`config.mk`:
```
export PLATFORM = sky130hd
export DESIGN_NAME = iir_tdm_sched
export DESIGN_NICKNAME = d
export VERILOG_FILES = /design/src/rtl/iir_tdm_sched.sv
export SDC_FILE = /design/constraint.sdc
export NUM_CORES = 1
export LEC_CHECK = 0
export CORE_ASPECT_RATIO = 1.4
export CORE_UTILIZATION = 44
export DETAILED_ROUTE_END_ITERATION = 10
export GPL_ROUTABILITY_DRIVEN = 0
export PLACE_DENSITY = 0.79
export SLEW_MARGIN = 10
export SYNTH_ARGS = -nofsm -noshare
export SYNTH_HDL_FRONTEND = slang
export SYNTH_SLANG_ARGS = --single-unit
```
`constraint.sdc`:
```
create_clock -name clk -period 2.2 [get_ports clk]
set_input_delay 0.44 -clock clk [delete_from_list [all_inputs] [get_ports clk]]
set_output_delay 0.44 -clock clk [all_outputs]
set_load 0.01 [all_outputs]
```
`src/rtl/iir_tdm_sched.sv`:
```
// Round-robin scheduler for the shared time-multiplexed biquad MAC.
// Sequences STAGES passes per sample and returns a rounded, saturated result.
`timescale 1ns/1ps
module iir_tdm_sched #(
  parameter int NCH      = 3,
  parameter int STAGES   = 2,
  parameter int PIPE_LAT = 4,
  parameter int ACC_W    = 36,
  parameter int OUT_W    = 11
) (
  input  logic             clk,
  input  logic             reset,
  input  logic [NCH-1:0]   in_valid,
  output logic [NCH-1:0]   in_ready,
  output logic             dp_start,
  output logic [1:0]       dp_ch,
  output logic [1:0]       dp_sec,
  output logic             dp_fb_sel,
  input  logic [ACC_W-1:0] dp_result,
  output logic             out_valid,
  input  logic             out_ready,
  output logic [1:0]       out_ch,
  output logic [OUT_W-1:0] out_data,
  output logic             busy
);

  localparam int WW = (PIPE_LAT > 2) ? $clog2(PIPE_LAT) : 1;
  localparam int HW = ACC_W - OUT_W - 23;
  localparam logic [OUT_W-1:0] MAXV = {1'b0, {(OUT_W-1){1'b1}}};
  localparam logic [OUT_W-1:0] MINV = {1'b1, {(OUT_W-1){1'b0}}};
  localparam logic [1:0] LAST = 2'(STAGES - 1);

  typedef enum logic [2:0] {
    IDLE, GRANT, ISSUE, WAIT, OUT
  } state_t;

  state_t        state;
  logic [1:0]    rr_ptr;
  logic [1:0]    w;
  logic [1:0]    sec;
  logic [WW-1:0] wcnt;
  logic [1:0]    nxt;
  logic [1:0]    win_idle;
  logic [1:0]    win_out;

  function automatic logic [1:0] pick(
    input logic [NCH-1:0] v,
    input logic [1:0]     p
  );
    logic [1:0] r;
    int         j;
    r = p;
    for (int i = NCH - 1; i >= 0; i--) begin
      j = (int'(p) + i) % NCH;
      if (v[j]) r = 2'(j);
    end
    return r;
  endfunction

  function automatic logic [NCH-1:0] onehot(input logic [1:0] idx);
    logic [NCH-1:0] g;
    g = '0;
    g[idx] = 1'b1;
    return g;
  endfunction

  // Q.24 -> integer: round half up, clamp to the signed OUT_W range.
  function automatic logic [OUT_W-1:0] rnd(input logic [ACC_W-1:0] a);
    logic             s;
    logic [OUT_W-1:0] ip;
    s  = a[ACC_W-1];
    ip = a[OUT_W+23:24];
    if (a[ACC_W-1:OUT_W+23] != {HW{s}}) begin
      return s ? MINV : MAXV;
    end else if (ip == MAXV && a[23]) begin
      return MAXV;
    end else begin
      return ip + OUT_W'(a[23]);
    end
  endfunction

  assign nxt      = (w == 2'(NCH - 1)) ? 2'd0 : w + 2'd1;
  assign win_idle = pick(in_valid, rr_ptr);
  assign win_out  = pick(in_valid, nxt);
  assign busy     = (state != IDLE);

  always_ff @(posedge clk) begin
    if (!reset) begin
      state     <= IDLE;
      rr_ptr    <= '0;
      w         <= '0;
      sec       <= '0;
      wcnt      <= '0;
      in_ready  <= '0;
      dp_start  <= 1'b0;
      dp_ch     <= '0;
      dp_sec    <= '0;
      dp_fb_sel <= 1'b0;
      out_valid <= 1'b0;
      out_ch    <= '0;
      out_data  <= '0;
    end else begin
      in_ready <= '0;
      dp_start <= 1'b0;
      unique case (state)
        IDLE: begin
          if (|in_valid) begin
            w        <= win_idle;
            in_ready <= onehot(win_idle);
            state    <= GRANT;
          end
        end
        GRANT: begin
          sec       <= '0;
          dp_start  <= 1'b1;
          dp_ch     <= w;
          dp_sec    <= '0;
          dp_fb_sel <= 1'b0;
          state     <= ISSUE;
        end
        ISSUE: begin
          wcnt  <= WW'(PIPE_LAT - 1);
          state <= WAIT;
        end
        WAIT: begin
          if (wcnt != '0) begin
            wcnt <= wcnt - 1'b1;
          end else if (sec == LAST) begin
            out_valid <= 1'b1;
            out_ch    <= w;
            out_data  <= rnd(dp_result);
            state     <= OUT;
          end else begin
            sec       <= sec + 2'd1;
            dp_start  <= 1'b1;
            dp_sec    <= sec + 2'd1;
            dp_fb_sel <= 1'b1;
            state     <= ISSUE;
          end
        end
        OUT: begin
          // Re-arbitrate on accept so back-to-back samples lose no cycle.
          if (out_ready) begin
            out_valid <= 1'b0;
            rr_ptr    <= nxt;
            if (|in_valid) begin
              w        <= win_out;
              in_ready <= onehot(win_out);
              state    <= GRANT;
            end else begin
              state <= IDLE;
            end
          end
        end
        default: state <= IDLE;
      endcase
    end
  end

endmodule

```
## Word level (Yosys, flattened, before mapping)

Index checks and enable logic that the tools add are counted.

| cells by class | value |
|---|---|
| eq/ne operators | 15 |
| div/mod/pow operators | 6 |
| $add $sub $neg | 8 |
| multiplexer cells | 61 |
| $lt $le $gt $ge | 10 |
| reductions and logical operators | 18 |
| bitwise gates (word level) | 1 |

Operators by type and width:

| cell | count |
|---|---|
| 32-bit by 4-bit < comparator with 1-bit output (second input constant) | 6 |
| 32-bit by 3-bit modulo with 32-bit output (second input constant) | 4 |
| 3-bit by 3-bit modulo with 32-bit output (second input constant) | 2 |
| 11-bit two-way mux | 3 |
| 2-bit two-way mux | 13 |
| 1-bit two-way mux | 22 |
| 3-bit two-way mux | 7 |
| 3-bit case mux with 5 select lines | 1 |
| 2-bit != test (second input constant) | 7 |
| 1-bit binary-select mux with 2-bit select | 6 |
| 2-bit case mux with 2 select lines | 3 |
| 11-bit by 1-bit adder with 11-bit output | 1 |
| 11-bit by 10-bit equality test with 1-bit output (second input constant) | 1 |
| 2-bit nonzero test | 5 |
| 3-bit AND reduction | 3 |
| 4-bit AND reduction | 2 |
| 2-bit by 1-bit adder with 3-bit output (second input constant) | 2 |
| 2-bit by 2-bit adder with 3-bit output (second input constant) | 2 |
| 3-bit by 2-bit equality test with 1-bit output (second input constant) | 2 |
| 2-bit by 3-bit < comparator with 1-bit output (second input constant) | 2 |
| 1-bit case mux with 2 select lines | 3 |
| 3-bit case mux with 2 select lines | 1 |
| 2-bit by 1-bit adder with 2-bit output (second input constant) | 2 |
| 1-bit demux with 2-bit select | 2 |
| 13 further kinds | 17 |

| storage, ports and cells | value |
|---|---|
| flip-flop bits (word level) | 32 |

## Logic depth before layout (Yosys ltp)

| logic depth | value |
|---|---|
| depth after elaboration | 17 |
| depth in mapped cells | 8 |
| gate-level depth less buffers | 7 |

## Least setup slack after synthesis

No wires, ideal clock.

| timing path | value |
|---|---|
| kind | flip-flop to flip-flop |
| start | register rr_ptr[0] |
| end | register in_ready[2] |
| period minus slack after synthesis | 1.854 ns |
| stages on the path, launching flop included | 9 |
| data required time | 2.083 ns |
| buffers on the path | 1 |
| arrival time | 1.737 ns |
| slack | 0.346 ns |
| cell sequence | dfxtp_1 inv_1 ha_1 buf_4 mux2i_1 or2_0 a311oi_2 nor2_1 a22o_1 |

| between the ends | value |
|---|---|
| word-level cells in the longest chain between the ends | 14 |
| elaborated cells between the ends (all ways) | 24 |
| classes of those cells | add/sub: 2; div: 3; order compare: 2; mux: 16; reduce/logical: 1 |

RTL lines:

| what | line | source |
|---|---|---|
| start, declared | 38 | `logic [1:0] rr_ptr;` |
| start signal, assigned | 145 | `rr_ptr <= nxt;` |
| 2-bit by 2-bit adder with 3-bit output | 54 | `j = (int'(p) + i) % NCH;` |
| 32-bit by 3-bit modulo with 32-bit output | 54 |  |
| 1-bit binary-select mux with 2-bit select | 55 | `if (v[j]) r = 2'(j);` |
| 1-bit two-way mux (implied by the code) (2 in series) | 55 |  |
| 2-bit two-way mux (2 in series) | 55 |  |
| 2-bit two-way mux (*) | 55 |  |
| 2-bit by 3-bit < comparator with 1-bit output (implied by the code) or 2-bit by 1-bit greater-or-equal comparator with 1-bit output (tied branches) | 63 | `g[idx] = 1'b1;` |
| 1-bit logical AND (implied by the code) | 63 |  |
| 1-bit two-way mux (implied by the code) | 63 |  |
| 1-bit demux with 2-bit select (*) | 63 |  |
| 3-bit two-way mux (*) | 107 | `if (\|in_valid) begin` |
| 3-bit case mux with 2 select lines (*) | 105 | `unique case (state)` |
| end signal, assigned | 109 | `in_ready <= onehot(win_idle);` |
| end signal, assigned | 148 | `in_ready <= onehot(win_out);` |
| end, declared | 14 | `output logic [NCH-1:0] in_ready,` |

Mark *: on every way between the ends. The rest lies on a longest branch, timed or not. The select of a mux whose other input is x is not followed.
A chain may end at the register's enable or synchronous reset.

## Worst setup path after layout

| timing path | value |
|---|---|
| start | register rr_ptr[0] |
| end | register in_ready[1] |

The elaborated chain is that of the path after synthesis.

==> impl_metrics.tcl <==
set metrics [dict create \
    run_status "complete, no violations" \
    hold_viol 0 \
    start_util_pct 45.82 \
    drc 0 \
    max_cap_viol_count 0 \
    synth_compound_area_share_pct 23.90 \
    die_y_um 77.59 \
    drt_iter0_drc 57 \
    power_density_nw_per_um2 550.9 \
    grt_pass1_wl_um 6768 \
    synth_nets 268 \
    clk_pin_slew_ns 0.06 \
    rsz0062_at_grt "no" \
    io_pins 66 \
    regArea_um2 640.6 \
    yosysWarningCount 0 \
    first_pass_iters 4 \
    syn_inst 219 \
    num_vias 1715 \
    cts_root_buf "clkbuf_8" \
    async_flop_share_pct 0 \
    sw_frac_of_total_pct 27.30 \
    grt_use_total_pct 19.66 \
    h-tree-depth 2 \
    antenna_found_initial 0 \
    first_global_vias 1567 \
    grt_max_degree 14 \
    rows 27 \
    multiInputGateArea_um2 1051 \
    arrival_ns 2.22 \
    stdcell_count 312 \
    coreArea_um2 3919 \
    dp_cells 305 \
    synthSimpleGateAreaFrac_pct 23.00 \
    p_leak_nw 0.9497 \
    synth_top_family_by_area "compound AO/OA/AOI/OAI gates" \
    drive_gt1_share_pct 8.550 \
    postSynthAreaPerCell_um2 8.199 \
    dieWidth_um 55.99 \
    design_area_um2 2375 \
    min_period_ns 2.033 \
    post-route-period-util_pct 92.42 \
    clock_path_buffers 2 \
    cts_made_buffers 5 \
    finalSetupTns_ns 0 \
    routed_via_density 5.497 \
    slew_violations 0 \
    irDropWorstVdd_mv 0.4807 \
    synth.area.top_cells "dfxtp_1 36%, a22o_1 5.4%, nand2_1 5.0%" \
    crit_path_max_fanout 8 \
    maxSlewHeadroom_pct 67.58 \
    num_antenna_cells 0 \
    wl_per_cell_um 12.76 \
    cts_tree "yes" \
    synthAdderAreaFrac_pct 4.878 \
    synth_top_area_share_pct 35.68 \
    fillers 350 \
    pwr-share-seq_pct 47.9 \
    synth_common_cells "32 x dfxtp_1, 24 x nand2_1, 19 x nor2_1, 14 x a21oi_1, 14 x inv_1" \
    startpoint_type "register" \
    post_cts_resized 0 \
    yosysMostFrequentCell "dfxtp_1" \
    hold_class "register to register" \
    postPlaceCellArea_um2 2297 \
    worstSetupPathType "register to register" \
    setup_viol 0 \
    synth_cell_types 51 \
    synth_area_um2 1795 \
    portBuffers 42 \
    worstMarginPinSlew_ns 0.4864 \
    ant_nets 0 \
    layout.nets 318 \
    p_comb_share_pct 20.5 \
    syn2layout_area_growth_pct 32.26 \
    clock.fmax_mhz 491.8 \
    fin_util_pct 60.60 \
    post_cts_buffers 0 \
    fin_worst_skew_ns 0.002576 \
    critPathRequiredTime_ns 2.39 \
    synth-main-ff-cell "dfxtp_1" \
    worst_setup_path_end_kind "register" \
    holdBufCountCts 0 \
    power.total_w 0.001308 \
    cts.sinks 32 \
    dieArea_um2 4344 \
    p_clk_share_pct 31.6 \
    synth_seq_area_share_pct 35.68 \
    clk_latency_ns 0.27 \
    synth_mux_area_share_pct 3.345 \
    synth_xor_area_share_pct 3.415 \
    grt_remaining_overflow 0 \
    postRouteWirelength_um 3980 \
    synth_edf_count 0 \
    p_sw_w 0.0003571 \
    dp_hpwl_um 3040 \
    power.internal_w 0.0009512 \
    ys_ff_latch 32 \
    yosysTopAreaCell "dfxtp_1" \
]
## critical path, stage by stage (launching register included)
cell	delay (ns)
dfxtp_1	0.38
inv_1	0.08
ha_1	0.44
mux2i_1	0.21
o21ai_0	0.12
a311oi_2	0.29
buf_4	0.17
inv_2	0.03
o32ai_2	0.22
## kinds of logic after synthesis
logic type | Yosys count
and+or+nand+nor | 83
AOI/OAI and AO/OA | 60
DFF | 32
buffers and inverters | 24
xor gates and xnor gates | 7
adders and majority gates | 7
muxes | 6
## worst paths after layout
check	depth (start not counted)	slack (ns)	end	startpoint
max	8	0.17	in_ready[1]	rr_ptr[0]
min	1	0.48	out_data[4]	out_data[4]
max reg2reg	8	0.17	in_ready[1]	rr_ptr[0]
min reg2reg	1	0.48	out_data[4]	out_data[4]
## cells in the final DEF, fill, tap and decap left out, drive strengths merged, types with 7 or more instances in the layout
cell type	n
ha	7
buf	10
nand3	8
dfxtp	32
inv	15
nor2	20
a22o	11
clkdlybuf4s50	42
o21ai	13
nand2	24
a21oi	15
## metrics by stage
step	setup slack, ns	hold slack (ns)
6_report	0.1667	0.4824
5_1_grt	0.02265	0.5012
4_1_cts	0.1228	0.4836
3_5_place_dp	0.05694	0.4631
3_3_place_gp	0.07436	0.4608
2_1_floorplan	0.3459	0.4631
## layer usage
layer	global-route usage [%]	vias up	share of wire, %
li1	-	877	-
met1	21.82	790	42
met2	34.76	38	51
met3	4.000	10	3.5
met4	10.24	0	2.8
met5	0	-	0
## power groups by stage
stage	logic (W)	clock network [W]	registers, W
finish	0.000268	0.000413	0.000627
global route	0.000301	0.000448	0.000630
CTS	0.000270	0.000427	0.000626
detailed placement	0.000268	0	0.000639
global placement	0.000261	0	0.000639
floorplan	0.000158	0	0.000635
## flip-flops by register name, summed over array words and instances, names as in the netlist
signal and cells:
dp_fb_sel 1, wcnt 2, state 3, sec 2
out_data 11, rr_ptr 2, out_ch 2, in_ready 3
out_valid 1, dp_start 1, w 2, dp_ch 2
## final cells by class
cell class                 instances  area share [%]
clock buffer                       6           3.056
clock inverter                     1          0.2107
inverter                          15           2.371
multi-input combinational        163           44.26
sequential                        32           26.98
tap                               43           2.266
timing repair buffer              52           20.86
No activity file was read; power rests on OpenSTA's default activity.
==> RTL change 1, RTL diff (same flow settings) <==
`NCH`: 3 -> 6.
--- a/src/rtl/iir_tdm_sched.sv
+++ b/src/rtl/iir_tdm_sched.sv
@@ -2,7 +2,7 @@
 // Sequences STAGES passes per sample and returns a rounded, saturated result.
 `timescale 1ns/1ps
 module iir_tdm_sched #(
-  parameter int NCH      = 3,
+  parameter int NCH      = 6,
   parameter int STAGES   = 2,
   parameter int PIPE_LAT = 4,
   parameter int ACC_W    = 36,
Interface: changed (resized in_ready and in_valid); port bits go from 66 to 72. No check against the original RTL was run, so the function may have changed too.
==> RTL change 1 against the unedited design <==
The run now ends with setup timing left; setup slack lost 0.19 ns; sequential cell count grew 1; synthesized cell count increased by 24%; wire length grew 48%; clock power is 43% higher; design area up 33%; via count grew 34%; power grew 20%; synthesized area rose by 21%; utilization rose by 7.6 points; critical endpoint is now in_ready[0]$_SDFF_PN0_; largest cell class unchanged.
==> RTL change 1: results (changes against the unedited design) <==
Logic synthesis:
- The average size of a mapped cell was 7.99 sq um (-2.6%).
- The count of cell types in the netlist is 55 (+7.8%).
- The fraction of registers with async set or reset after synthesis is 0 (unchanged).
- The post-synthesis sequential area ratio is 0.304 (-0.0526).
- By area the synthesized netlist is led by sky130_fd_sc_hd__dfxtp_1 30%, sky130_fd_sc_hd__a21oi_1 5.3%, sky130_fd_sc_hd__nand2_1 5.2%.

Cells and area:
- The final layout net count is 404 (+27%).
- The fraction of layout instances using a drive strength above 1 is 0.202 (+0.116).
- The largest registers in the layout are out_data: 11 flops, in_ready: 4 flops, state: 3 flops.
- The final core utilization is 0.682 (+0.0761).
- The final-layout fill cell count is 421 (+20%).

Power:
- The static leakage is 1.22 nW (+29%).
- The maximum vdd drop is 0.329 mV (-32%).
- The net switching component of the power was 0.000410 W (+15%).

GRT:
- The number of global-route vias before repair came to 2234 (+43%).
- The wire length of the first global-routing pass is 9470 microns (+40%).
- The global-route usage over all layers is 0.240 (+0.0430).
- The largest net degree at the start of global routing is 18 (+4).

STA:
- The slew at the pin with the worst max-slew slack is 0.537 ns (+0.0511 ns).
- The worst clock skew was 0.00159 ns (-0.000988 ns).
- The number of setup violations in the final report is 2 (+2).
- The final-layout worst hold slack came to 0.454 ns (-0.0282 ns).
- The worst setup margin is -0.0190 ns (-0.186 ns).
- The setup TNS is -0.0354 ns (-0.0354 ns).

Routing:
- The wire length per cell after detailed routing is 14.2 microns (+12%).
- The final wirelength is 5900 microns (+48%).
- The post-detailed-route via-to-cell ratio is 5.56 (+1.2%).
- The violation count after the first detailed-route iteration is 59 (+3.5%).
- The iteration count of the initial detailed-routing pass is 5 (+1).

Place:
- The number of buffers added on ports is 46 (+9.5%).
- The setup slack at placement was -0.401 ns (-0.457 ns).
- The sum of net half-perimeters after detailed placement was 4350 microns (+43%).

Critical path:
- In this run the critical register-to-register path is captured at in_ready[0]$_SDFF_PN0_.
- The largest fanout of any net on the critical path was 5 (-3).
- The critical path's largest stage delay is 0.51 ns (+0.07 ns).
- The cell type of the slowest stage on the worst timing path is sky130_fd_sc_hd__a222oi_1.
- The startpoint identified for the worst register-to-register timing path is rr_ptr[0]$_SDFFE_PN0P_.
- The data arrival time of the critical path is 2.45 ns (+0.23 ns).

Worst hold path:
- The beginning of the worst hold path is out_data[5]$_SDFFE_PN0P_.
- The worst hold path depth is 2 (+1).
- The endpoint of the worst hold-timing path is out_data[5]$_SDFFE_PN0P_.

Outcome:
- The final reports fail on setup timing.
- The run finished, with violations left.

CTS:
- The master cell of the clock root buffer is sky130_fd_sc_hd__clkbuf_8.
- The insertion delay to the later sink of the worst-skew pair is 0.28 ns.
- The number of CTS-inserted buffers is 5 (unchanged).
[RTL change 1: changes by cell type after synthesis, sizes merged, moves of 5 or more]
| cell | change |
|---|---|
| a211oi | +6 |
| o21ai | +5 |
| nand2b | +5 |
| nor2 | +6 |
| nand2 | +6 |
| a21oi | +8 |
| and3 | +6 |
[RTL change 1: how the worst max path moves through the flow]
stage / from / to / slack [ns] / cells after the start
global route: rr_ptr[0]$_SDFFE_PN0P_ / in_ready[1]$_SDFF_PN0_ / -0.08 / 8
detailed placement: in_valid[5] / in_ready[0]$_SDFF_PN0_ / -0.40 / 8
global placement: in_valid[0] / in_ready[0]$_SDFF_PN0_ / -0.37 / 8
finish: rr_ptr[0]$_SDFFE_PN0P_ / in_ready[0]$_SDFF_PN0_ / -0.02 / 8
CTS: rr_ptr[0]$_SDFFE_PN0P_ / in_ready[0]$_SDFF_PN0_ / 0.006 / 7
floorplan: rr_ptr[0]$_SDFFE_PN0P_ / in_ready[1]$_SDFF_PN0_ / -0.04 / 10
[RTL change 1: metrics by stage]
stage	area, sq um	power, W
after global placement	2930	0.000970
after global routing	3170	0.00163
after detailed placement	2930	0.000977
after CTS	3130	0.00156
after floorplan	2210	0.000833
final	3170	0.00157
[RTL change 1: final cells by class]
cell class	count	area, sq um	area share
Clock inverter	1	30.0	0.00948
Clock buffer	7	86.3	0.0273
Timing Repair Buffer	85	761	0.240
Multi-Input combinational cell	214	1500	0.473
Tap cell	62	77.6	0.0245
Inverter	12	50.0	0.0158
Sequential cell	33	666	0.210
[RTL change 1: power groups by stage]
stage / sequential, W / combinational, W / clock (W)
after floorplan: 0.000651 / 0.000182 / 0
after global placement: 0.000657 / 0.000313 / 0
after detailed placement: 0.000657 / 0.000320 / 0
after CTS: 0.000644 / 0.000326 / 0.000594
after global routing: 0.000648 / 0.000369 / 0.000616
final: 0.000645 / 0.000336 / 0.000591
[RTL change 1: repair_timing]
action	4_1_cts	5_1_grt
endpoints found under the setup margin	6	6
setup buffers	4	2
pin swaps	11	7
gates resized for setup	23	6
[RTL change 1: cells by family after synthesis]
family	Yosys count	share of synthesized area
buf+inv	26	0.0541
mux	12	0.0668
fa+ha+maj	8	0.0461
xor+xnor	9	0.0363
flops	33	0.304
other cells	1	0.00173
simple gates	104	0.236
compound gates	79	0.255
[RTL change 1: worst min-delay path, cell delays in order (launching register included)]
cell and delay (ns):
sky130_fd_sc_hd__dfxtp_1 0.31, sky130_fd_sc_hd__nand2_1 0.05, sky130_fd_sc_hd__a21oi_1 0.05
[RTL change 1: per-layer routing]
metal / GRT usage / share of wire / vias up
met4: 0.149 / 0.051 / 0
met5: 0 / 0 / -
li1: - / - / 1128
met3: 0.0488 / 0.043 / 25
met1: 0.230 / 0.36 / 1074
met2: 0.439 / 0.55 / 75
==> RTL change 2, RTL diff (same flow settings) <==
Made on the original files. The 5 states of `state_t` get a one-hot encoding in 5 bits.
--- a/src/rtl/iir_tdm_sched.sv
+++ b/src/rtl/iir_tdm_sched.sv
@@ -30,8 +30,8 @@
   localparam logic [OUT_W-1:0] MINV = {1'b1, {(OUT_W-1){1'b0}}};
   localparam logic [1:0] LAST = 2'(STAGES - 1);
 
-  typedef enum logic [2:0] {
-    IDLE, GRANT, ISSUE, WAIT, OUT
+  typedef enum logic [4:0] {
+    IDLE = 5'b00001, GRANT = 5'b00010, ISSUE = 5'b00100, WAIT = 5'b01000, OUT = 5'b10000
   } state_t;
 
   state_t        state;
Function: no difference found for any inputs over 4 cycles, from zero or initial values and one cycle with reset low; so few cycles prove little.
==> RTL change 2 against the unedited design <==
Power up 5.1%; count of clock-buffer cells in the layout up 1; wire length up 8.9%; synthesized area up 11%; die area up 10%; fmax down 4.1%; largest power group unchanged; design area up 9.8%; sequential share of layout area down 0.78 points; setup slack worse by 0.088 ns; via count up 10%; clock skew up 0.0012 ns; combinational power down 11%; clock power up 18%; sequential cell count up 2.
==> RTL change 2: results (changes against the unedited design) <==
Power:
- The sequential power came to 0.000648 W (+3.3%).
- The internal power summed over all cells is 0.00100 W (+5.5%).
- The net switching component of the power is 0.000371 W (+3.9%).
- The maximum vdd drop is 0.366 mV (-24%).
- The static leakage was 1.05 nW (+10%).
- The power share of the clock group is 0.355 (+0.039).

Outcome:
- The flow ran to the end, and the final reports show no timing, DRC or antenna violations.

Routing:
- The wire length per cell after detailed routing is 12.1 microns (-5.1%).
- The wire length on met1 was 1760 microns (+4.9%).
- The length of routed met3 wiring was 279 microns (+100%).
- The met2 wire length is 2200 microns (+7.7%).
- The post-detailed-route via-to-cell ratio is 5.28 (-4.0%).
- The violation count after the first detailed-route iteration is 51 (-11%).

Place:
- The setup slack at placement is -0.0703 ns (-0.127 ns).
- The placed cell count was 350 (+15%).
- The standard cell area after detailed placement is 0.00251 sq mm (+9.3%).
- The sum of net half-perimeters after detailed placement is 3290 microns (+8.4%).

GRT:
- The wire length of the first global-routing pass is 7320 microns (+8.2%).
- The global-route usage over all layers came to 0.202 (+0.00562).
- The largest net degree at the start of global routing is 11 (-3).
- The met1 demand-to-capacity share in global routing is 0.210 (-0.00788).
- The met2 demand-to-capacity share in global routing is 0.367 (+0.0194).
- The number of global-route vias before repair came to 1664 (+6.2%).
- The met3 demand-to-capacity share in global routing was 0.0630 (+0.0230).

Logic synthesis:
- The mux share of post-synthesis cell area was 0.0309 (-0.00255).
- Sorting the synthesized cells by area gives the leading types as sky130_fd_sc_hd__dfxtp_1 34%, sky130_fd_sc_hd__nor2_1 5.5%, sky130_fd_sc_hd__nand2_1 5.1%.
- The arithmetic-cell share of the synthesized area counting full adders, half adders and majority gates came to 0.0441 (-0.00464).
- The commonest cells after synthesis are 34 x sky130_fd_sc_hd__dfxtp_1, 29 x sky130_fd_sc_hd__nor2_1, 27 x sky130_fd_sc_hd__nand2_1.
- The xor and xnor fraction of the mapped netlist area is 0.0353 (+0.00116).
- The number of instances in the synthesized netlist came to 243 (+11%).
- The post-synth net total is 292 (+9.0%).
- The area fraction in compound gates after synthesis is 0.206 (-0.0328).
- The count of cell types in the netlist came to 56 (+9.8%).
- The post-synthesis sequential area ratio is 0.343 (-0.0138).

Critical path:
- The largest fanout of any net on the critical path came to 7 (-1).
- The slowest stage of the critical path is the sky130_fd_sc_hd__clkdlybuf4s50_1 cell.
- The data arrival time of the critical path is 1.68 ns (-0.54 ns).
- The critical path's largest stage delay came to 0.55 ns (+0.11 ns).
- The largest delay contributor family on the critical path is buffers and inverters.

Cells and area:
- The final cell count without fillers came to 358 (+15%).
- The fraction of layout instances using a drive strength above 1 was 0.124 (+0.0387).
- In the final layout, the registers with the most flip-flops are out_data: 11 flops, state: 5 flops, in_ready: 3 flops.

CTS:
- The insertion delay to the later sink of the worst-skew pair was 0.29 ns (+0.02 ns).
- The number of CTS-inserted buffers is 5 (unchanged).

STA:
- The worst clock skew is 0.00377 ns (+0.00120 ns).
- The relative slew slack came to 0.745 (+0.0691).
## RTL change 2: final timing paths
check | from | endpoint | slack (ns) | cells past startpoint
worst min-delay path | out_data[1]$_SDFFE_PN0P_ | out_data[1]$_SDFFE_PN0P_ | 0.45 | 2
worst max-delay path | state[1]$_SDFFE_PN0P_ | busy | 0.08 | 4
worst min register to register | out_data[1]$_SDFFE_PN0P_ | out_data[1]$_SDFFE_PN0P_ | 0.45 | 2
worst max register to register | rr_ptr[0]$_SDFFE_PN0P_ | w[1]$_SDFFE_PN0P_ | 0.22 | 9
## RTL change 2: area by class of cell
| type | count | area, sq um |
|---|---|---|
| multi-input combinational | 185 | 1170 |
| clock inverter | 1 | 5.00 |
| fill | 414 | 1670 |
| clock buffer | 7 | 86.3 |
| tap | 60 | 75.1 |
| timing repair buffer | 57 | 533 |
| sequential | 34 | 683 |
| inverter | 14 | 52.6 |
## RTL change 2: repair_timing
action,CTS,global route
hold buffers,0,0
resized for setup,1,2
gates cloned,0,0
endpoints found under the setup margin,1,2
